`config.mk`:
```
export PLATFORM = sky130hd
export DESIGN_NAME = fabric_boot_sequencer
export DESIGN_NICKNAME = d
export VERILOG_FILES = /design/src/rtl/fabric_boot_pkg.sv /design/src/rtl/fabric_boot_sequencer.sv
export SDC_FILE = /design/constraint.sdc
export NUM_CORES = 1
export LEC_CHECK = 0
export BUFFER_PORTS_ARGS = -buffer_cell sky130_fd_sc_hd__buf_2
export CAP_MARGIN = 5
export CORE_MARGIN = 4
export CORE_UTILIZATION = 63
export DETAILED_ROUTE_END_ITERATION = 7
export GPL_ROUTABILITY_DRIVEN = 0
export GPL_TIMING_DRIVEN = 1
export MAX_ROUTING_LAYER = met4
export PLACE_DENSITY = 0.95
export SLEW_MARGIN = 20
export SYNTH_ARGS = -nofsm -noshare
export SYNTH_HDL_FRONTEND = slang
export SYNTH_SLANG_ARGS = --single-unit
```
`constraint.sdc`:
```
create_clock -name clk_i -period 3.8 [get_ports clk_i]
set_clock_uncertainty 0.1 [all_clocks]
set_input_delay 0.19 -clock clk_i [delete_from_list [all_inputs] [get_ports clk_i]]
set_output_delay 0.19 -clock clk_i [all_outputs]
set_load 0.05 [all_outputs]
```
`src/rtl/fabric_boot_pkg.sv`:
```
// Shared types and default constants for the fabric boot sequencer.
package fabric_boot_pkg;

    typedef enum logic [2:0] {
        ST_DELAY    = 3'd0,
        ST_START    = 3'd1,
        ST_LOAD     = 3'd2,
        ST_DONE     = 3'd3,
        ST_RETRY    = 3'd4,
        ST_ERROR    = 3'd5,
        ST_EXTERNAL = 3'd6
    } boot_state_t;

    localparam int unsigned DEF_NUM_SLOTS      = 16;
    localparam int unsigned DEF_STARTUP_DELAY  = 16;
    localparam int unsigned DEF_TIMEOUT_CYCLES = 32'h0004_0000;
    localparam int unsigned DEF_MAX_RETRIES    = 2;
    localparam int unsigned CNT_W              = 32;

endpackage

```
`src/rtl/fabric_boot_sequencer.sv`:
```
// Sequences cold boot, warmboot reloads, timeout retries and golden-slot
// fallback; selects the bitstream source and gates fabric warmboot logic.
module fabric_boot_sequencer
    import fabric_boot_pkg::*;
#(
    parameter int unsigned NUM_SLOTS      = DEF_NUM_SLOTS,
    parameter int unsigned STARTUP_DELAY  = DEF_STARTUP_DELAY,
    parameter int unsigned TIMEOUT_CYCLES = DEF_TIMEOUT_CYCLES,
    parameter int unsigned MAX_RETRIES    = DEF_MAX_RETRIES,
    localparam int unsigned SLOT_W        = $clog2(NUM_SLOTS)
) (
    input  logic              clk_i,
    input  logic              rst_ni,
    input  logic              mode_i,
    input  logic              warmboot_boot_i,
    input  logic [SLOT_W-1:0] warmboot_slot_i,
    input  logic              ctrl_busy_i,
    input  logic              config_busy_i,
    input  logic              config_configured_i,
    output logic              ctrl_start_o,
    output logic [SLOT_W-1:0] ctrl_slot_o,
    output logic              src_sel_o,
    output logic              warmboot_reset_o,
    output logic [SLOT_W-1:0] active_slot_o,
    output logic              boot_error_o
);

    localparam int unsigned RTY_W = (MAX_RETRIES > 0) ? $clog2(MAX_RETRIES + 1) : 1;

    boot_state_t       state_q, state_d;
    logic [CNT_W-1:0]  cnt_q, cnt_d;
    logic [RTY_W-1:0]  rcnt_q, rcnt_d;
    logic [SLOT_W-1:0] slot_d;
    logic [SLOT_W-1:0] active_d;
    logic              seen_q, seen_d;
    logic              wb_q;
    logic              wb_edge;
    logic              load_ok;
    logic              start_d;
    logic              wbr_d;
    logic              err_d;

    // Warmboot rising edge against the registered copy; load completion qualifier.
    assign wb_edge = warmboot_boot_i & ~wb_q;
    assign load_ok = ~ctrl_busy_i & ~config_busy_i & config_configured_i & seen_q;

    // State register; mode_i picks the entry state while reset is held.
    always_ff @(posedge clk_i) begin
        if (!rst_ni) begin
            state_q <= mode_i ? ST_EXTERNAL : ST_DELAY;
        end else begin
            state_q <= state_d;
        end
    end

    // Next-state logic.
    always_comb begin
        state_d = state_q;
        case (state_q)
            ST_DELAY:    if (cnt_q == CNT_W'(STARTUP_DELAY - 1)) state_d = ST_START;
            ST_START:    state_d = ST_LOAD;
            ST_LOAD: begin
                if (load_ok)                                  state_d = ST_DONE;
                else if (cnt_q >= CNT_W'(TIMEOUT_CYCLES))     state_d = ST_RETRY;
            end
            ST_RETRY: begin
                if ((rcnt_q < RTY_W'(MAX_RETRIES)) || (ctrl_slot_o != '0)) state_d = ST_START;
                else                                                       state_d = ST_ERROR;
            end
            ST_DONE:     if (wb_edge) state_d = ST_START;
            ST_ERROR:    state_d = ST_ERROR;
            ST_EXTERNAL: state_d = ST_EXTERNAL;
            default:     state_d = ST_DELAY;
        endcase
    end

    // Next values of counters, slot bookkeeping and registered outputs.
    always_comb begin
        cnt_d    = cnt_q;
        rcnt_d   = rcnt_q;
        slot_d   = ctrl_slot_o;
        active_d = active_slot_o;
        seen_d   = seen_q;
        start_d  = 1'b0;
        err_d    = boot_error_o;
        case (state_q)
            ST_DELAY: begin
                if (state_d == ST_START) cnt_d = '0;
                else                     cnt_d = cnt_q + CNT_W'(1);
            end
            ST_START: begin
                start_d = 1'b1;
                cnt_d   = '0;
                seen_d  = 1'b0;
            end
            ST_LOAD: begin
                if (ctrl_busy_i) seen_d = 1'b1;
                if (cnt_q != '1) cnt_d = cnt_q + CNT_W'(1);
                if (load_ok) begin
                    active_d = ctrl_slot_o;
                    rcnt_d   = '0;
                end
            end
            ST_RETRY: begin
                if (rcnt_q < RTY_W'(MAX_RETRIES)) begin
                    rcnt_d = rcnt_q + RTY_W'(1);
                end else if (ctrl_slot_o != '0) begin
                    slot_d = '0;
                    rcnt_d = '0;
                end
            end
            ST_DONE: begin
                if (wb_edge) slot_d = warmboot_slot_i;
            end
            default: begin
            end
        endcase
        if (state_d == ST_ERROR) err_d = 1'b1;
        case (state_d)
            ST_DONE:     wbr_d = 1'b0;
            ST_EXTERNAL: wbr_d = config_busy_i;
            default:     wbr_d = 1'b1;
        endcase
    end

    // Datapath and output registers; src_sel_o only updates while in reset.
    always_ff @(posedge clk_i) begin
        if (!rst_ni) begin
            cnt_q            <= '0;
            rcnt_q           <= '0;
            seen_q           <= 1'b0;
            wb_q             <= 1'b0;
            ctrl_start_o     <= 1'b0;
            ctrl_slot_o      <= '0;
            active_slot_o    <= '0;
            boot_error_o     <= 1'b0;
            warmboot_reset_o <= 1'b1;
            src_sel_o        <= mode_i;
        end else begin
            cnt_q            <= cnt_d;
            rcnt_q           <= rcnt_d;
            seen_q           <= seen_d;
            wb_q             <= warmboot_boot_i;
            ctrl_start_o     <= start_d;
            ctrl_slot_o      <= slot_d;
            active_slot_o    <= active_d;
            boot_error_o     <= err_d;
            warmboot_reset_o <= wbr_d;
        end
    end

endmodule

```
==> run_results.csv <==
group,metric,value,unit
timing,fmax,408,MHz
setup_path,endpoint_kind,"flop",
floorplan,core-area,0.00377,mm^2
global_routing,grt_pass1_vias,2141,
floorplan,rows,22,
logic_synthesis,avgSynthCellArea,8.65,um^2
floorplan,die-area,0.00509,mm^2
drt,num_vias,2241,
timing,slew_headroom,56.7,%
logic_synthesis,synth_area_leader_cell,"dfxtp_1",
cts,holdBufCountCts,1,
setup_path,crit_fanout,18,
logic_synthesis,seq_area_frac_synth,40.8,%
cts,clockRootBuffer,"clkbuf_8",
setup_path,arrival,2.53,ns
global_routing,grt_max_degree,33,
setup_path,crit_required,3.88,ns
floorplan,ios,23,
job,drv_cap,0,
floorplan,fp.dieW,71.3,um
logic_synthesis,yosysWarnings,0,
logic_synthesis,yosys-top-cells-area,"dfxtp_1 40%, a21oi_1 5.0%, or3_1 3.7%, a21oi_2 3.1%, nor2_1 3.1%",
cts,cts_buffers,5,
logic_synthesis,synthesis.nets,305,
drt,routed_wirelength,5260,um
timing,slew_violations,0,
final_layout,drive_above_1_share,18.2,%
cts,cts_htree_levels,2,
setup_path,reg2reg_from,"state_q[1]",
logic_synthesis,synth-main-ff-cell,"dfxtp_1",
global_routing,grt_pass1_wl,9150,um
setup_path,crit_start,"state_q[1]",
final_layout,post-route-util,72.7,%
run_status,status,"finished, final reports clean",
drt,routedWlPerCell,14.6,um
drt,drc,0,
logic_synthesis,ys_ff_latch,51,
global_routing,met3_usage,4.77,%
power,p_leak,0.000979,uW
global_routing,grt.busiest_layer,"met2",
timing,tightest_slew,0.643,ns
place,port_buffers,22,
logic_synthesis,synth_edf_count,1,
min_path,hp-class,"in2reg",
global_routing,overflow,0,
cts,clkLatencyLatePin,0.31,ns
timing,setup_violations,0,
global_routing,grtUsageMet1,28.1,%
global_routing,grt_use_met2,34.1,%
logic_synthesis,netlist_area,0.00253,mm^2
cts,cts_resized,0,
power,powerDensity,349,mW/mm^2
place,dp_slack,1.42,ns
logic_synthesis,async_flop_share,0,%
timing,tns,0,ns
logic_synthesis,synth_cell_type_count,49,
final_layout,nNetsFinal,325,
global_routing,track_usage,22.1,%
min_path,worstHoldStart,"warmboot_boot_i",
cts,cts_sinks,51,
drt,dr.first_iter.drc_count,200,
cts,cts_buffer_depth,2,
logic_synthesis,synth_cells,292,
cts,post-cts-setup-buffers,0,
timing,hold_violations,0,
floorplan,die_height,71.3,um
drt,final_antenna_net_count,0,
timing,fin_ws,1.35,ns
final_layout,antenna_cells,0,
setup_path,crit_path_start_kind,"flop",
cts,clk_pin_slew,0.09,ns
timing,period_share,64.5,%
floorplan,start_util,67.0,%
drt,vias_per_cell,6.21,
cts,cts_tree,"done",
drt,dr.pass1.iters,5,
power,finalPower,958,uW
logic_synthesis,synth_top_area_share,39.6,%
power,ir_worst_vdd,236,uV
final_layout,area_growth,8.52,%
setup_path,critical_path_class,"reg2reg",
global_routing,antenna_found_initial,0,
timing,post-route-min-period,2.45,ns
timing,rsz0062_at_grt,"false",
place,dpl.hpwl,3640,um
==> registers in the layout, indices dropped and copies added, names as in the netlist <==
signal / cells
active_slot_o: 4
boot_error_o: 1
cnt_q: 32
ctrl_slot_o: 4
ctrl_start_o: 1
rcnt_q: 2
seen_q: 1
src_sel_o: 1
state_q: 3
warmboot_reset_o: 1
wb_q: 1
==> path summary, 6_finish.rpt <==
path | cells after the start | slack [ns] | end
max | 5 | 1.35 | cnt_q[9]
min | 2 | 0.009 | wb_q
max reg2reg | 5 | 1.35 | cnt_q[9]
min reg2reg | 2 | 0.37 | rcnt_q[1]
==> layout by cell type, fill, tap and decap left out, drive strengths merged, types with 3 or more instances in the layout <==
| cell type | n |
|---|---|
| nand2 | 19 |
| clkbuf | 6 |
| o21ai | 23 |
| nor2 | 21 |
| or2 | 4 |
| xnor2 | 4 |
| nand4 | 12 |
| and4 | 5 |
| a22oi | 4 |
| mux2i | 5 |
| or3 | 21 |
| o31ai | 7 |
| nor3 | 5 |
| nand3 | 10 |
| and3 | 3 |
| buf | 23 |
| nor2b | 3 |
| inv | 8 |
| a21oi | 34 |
| nor4 | 7 |
| or4 | 8 |
| dfxtp | 50 |
| and2 | 4 |
| nand2b | 3 |
==> per-stage QoR <==
stage               area, um^2  hold WS, ns  cells
floorplan                 2530        0.189    292
global placement          2650        0.282    352
detailed placement        2650        0.291    352
CTS                       2740      0.00200    361
global route              2740      0.00376    361
finish                    2740      0.00878    361
==> cell usage after synthesis, types with 3 or more instances <==
cell type	n
and4_1	5
or4_1	7
nor3_1	4
and2_1	4
inv_1	8
dfxtp_1	50
a22oi_1	4
nand2b_1	3
mux2i_1	5
buf_2	4
nand3_1	10
nor2b_1	3
nand2_1	19
or3_1	15
or2_2	4
nor2_1	21
and3_1	3
o31ai_1	5
or3_2	6
xnor2_1	4
nand4_1	10
a21oi_2	9
nor4_1	7
o21ai_1	11
a21oi_1	25
o21ai_0	12
clkbuf_1	5
==> report_power, final <==
part           total, uW  internal [uW]  switching [uW]
logic               87.0           33.6            53.4
registers            567            549            17.9
clock network        304            129             175
total                958            712             246
==> metal layers <==
layer	up-vias	part of all wire, %
met4	0	2.0
li1	1131	-
met5	-	0
met3	12	4.5
met2	51	46
met1	1047	47
==> worst max-delay path: stages (launching register included) <==
cell and delay, ns:
dfxtp_1 0.62, nand4bb_1 0.19, or4_4 0.51, o31ai_4 0.60, or3_2 0.24, a21oi_2 0.05
==> cell type report <==
type / count / area (um^2)
clock inverters: 2 / 12.5
fillers: 258 / 1030
repair buffers: 24 / 128
flip-flops and latches: 51 / 1030
inverters: 8 / 30.0
well taps: 48 / 60.1
clock buffers: 6 / 72.6
multi-input cells: 222 / 1410
==> kinds of logic (layout without fill, tap and decap cells) <==
group           count (synthesis)  in the layout  share of synthesized area, %
compound gates                 80             80                          20.9
xor+xnor                        6              6                          2.08
fa+ha+maj                       2              2                         0.990
buf+inv                        19             40                          3.47
flops                          51             51                          40.8
mux                             5              5                          1.98
simple gates                  129            129                          29.8
No activity file was read; power rests on OpenSTA's default activity.
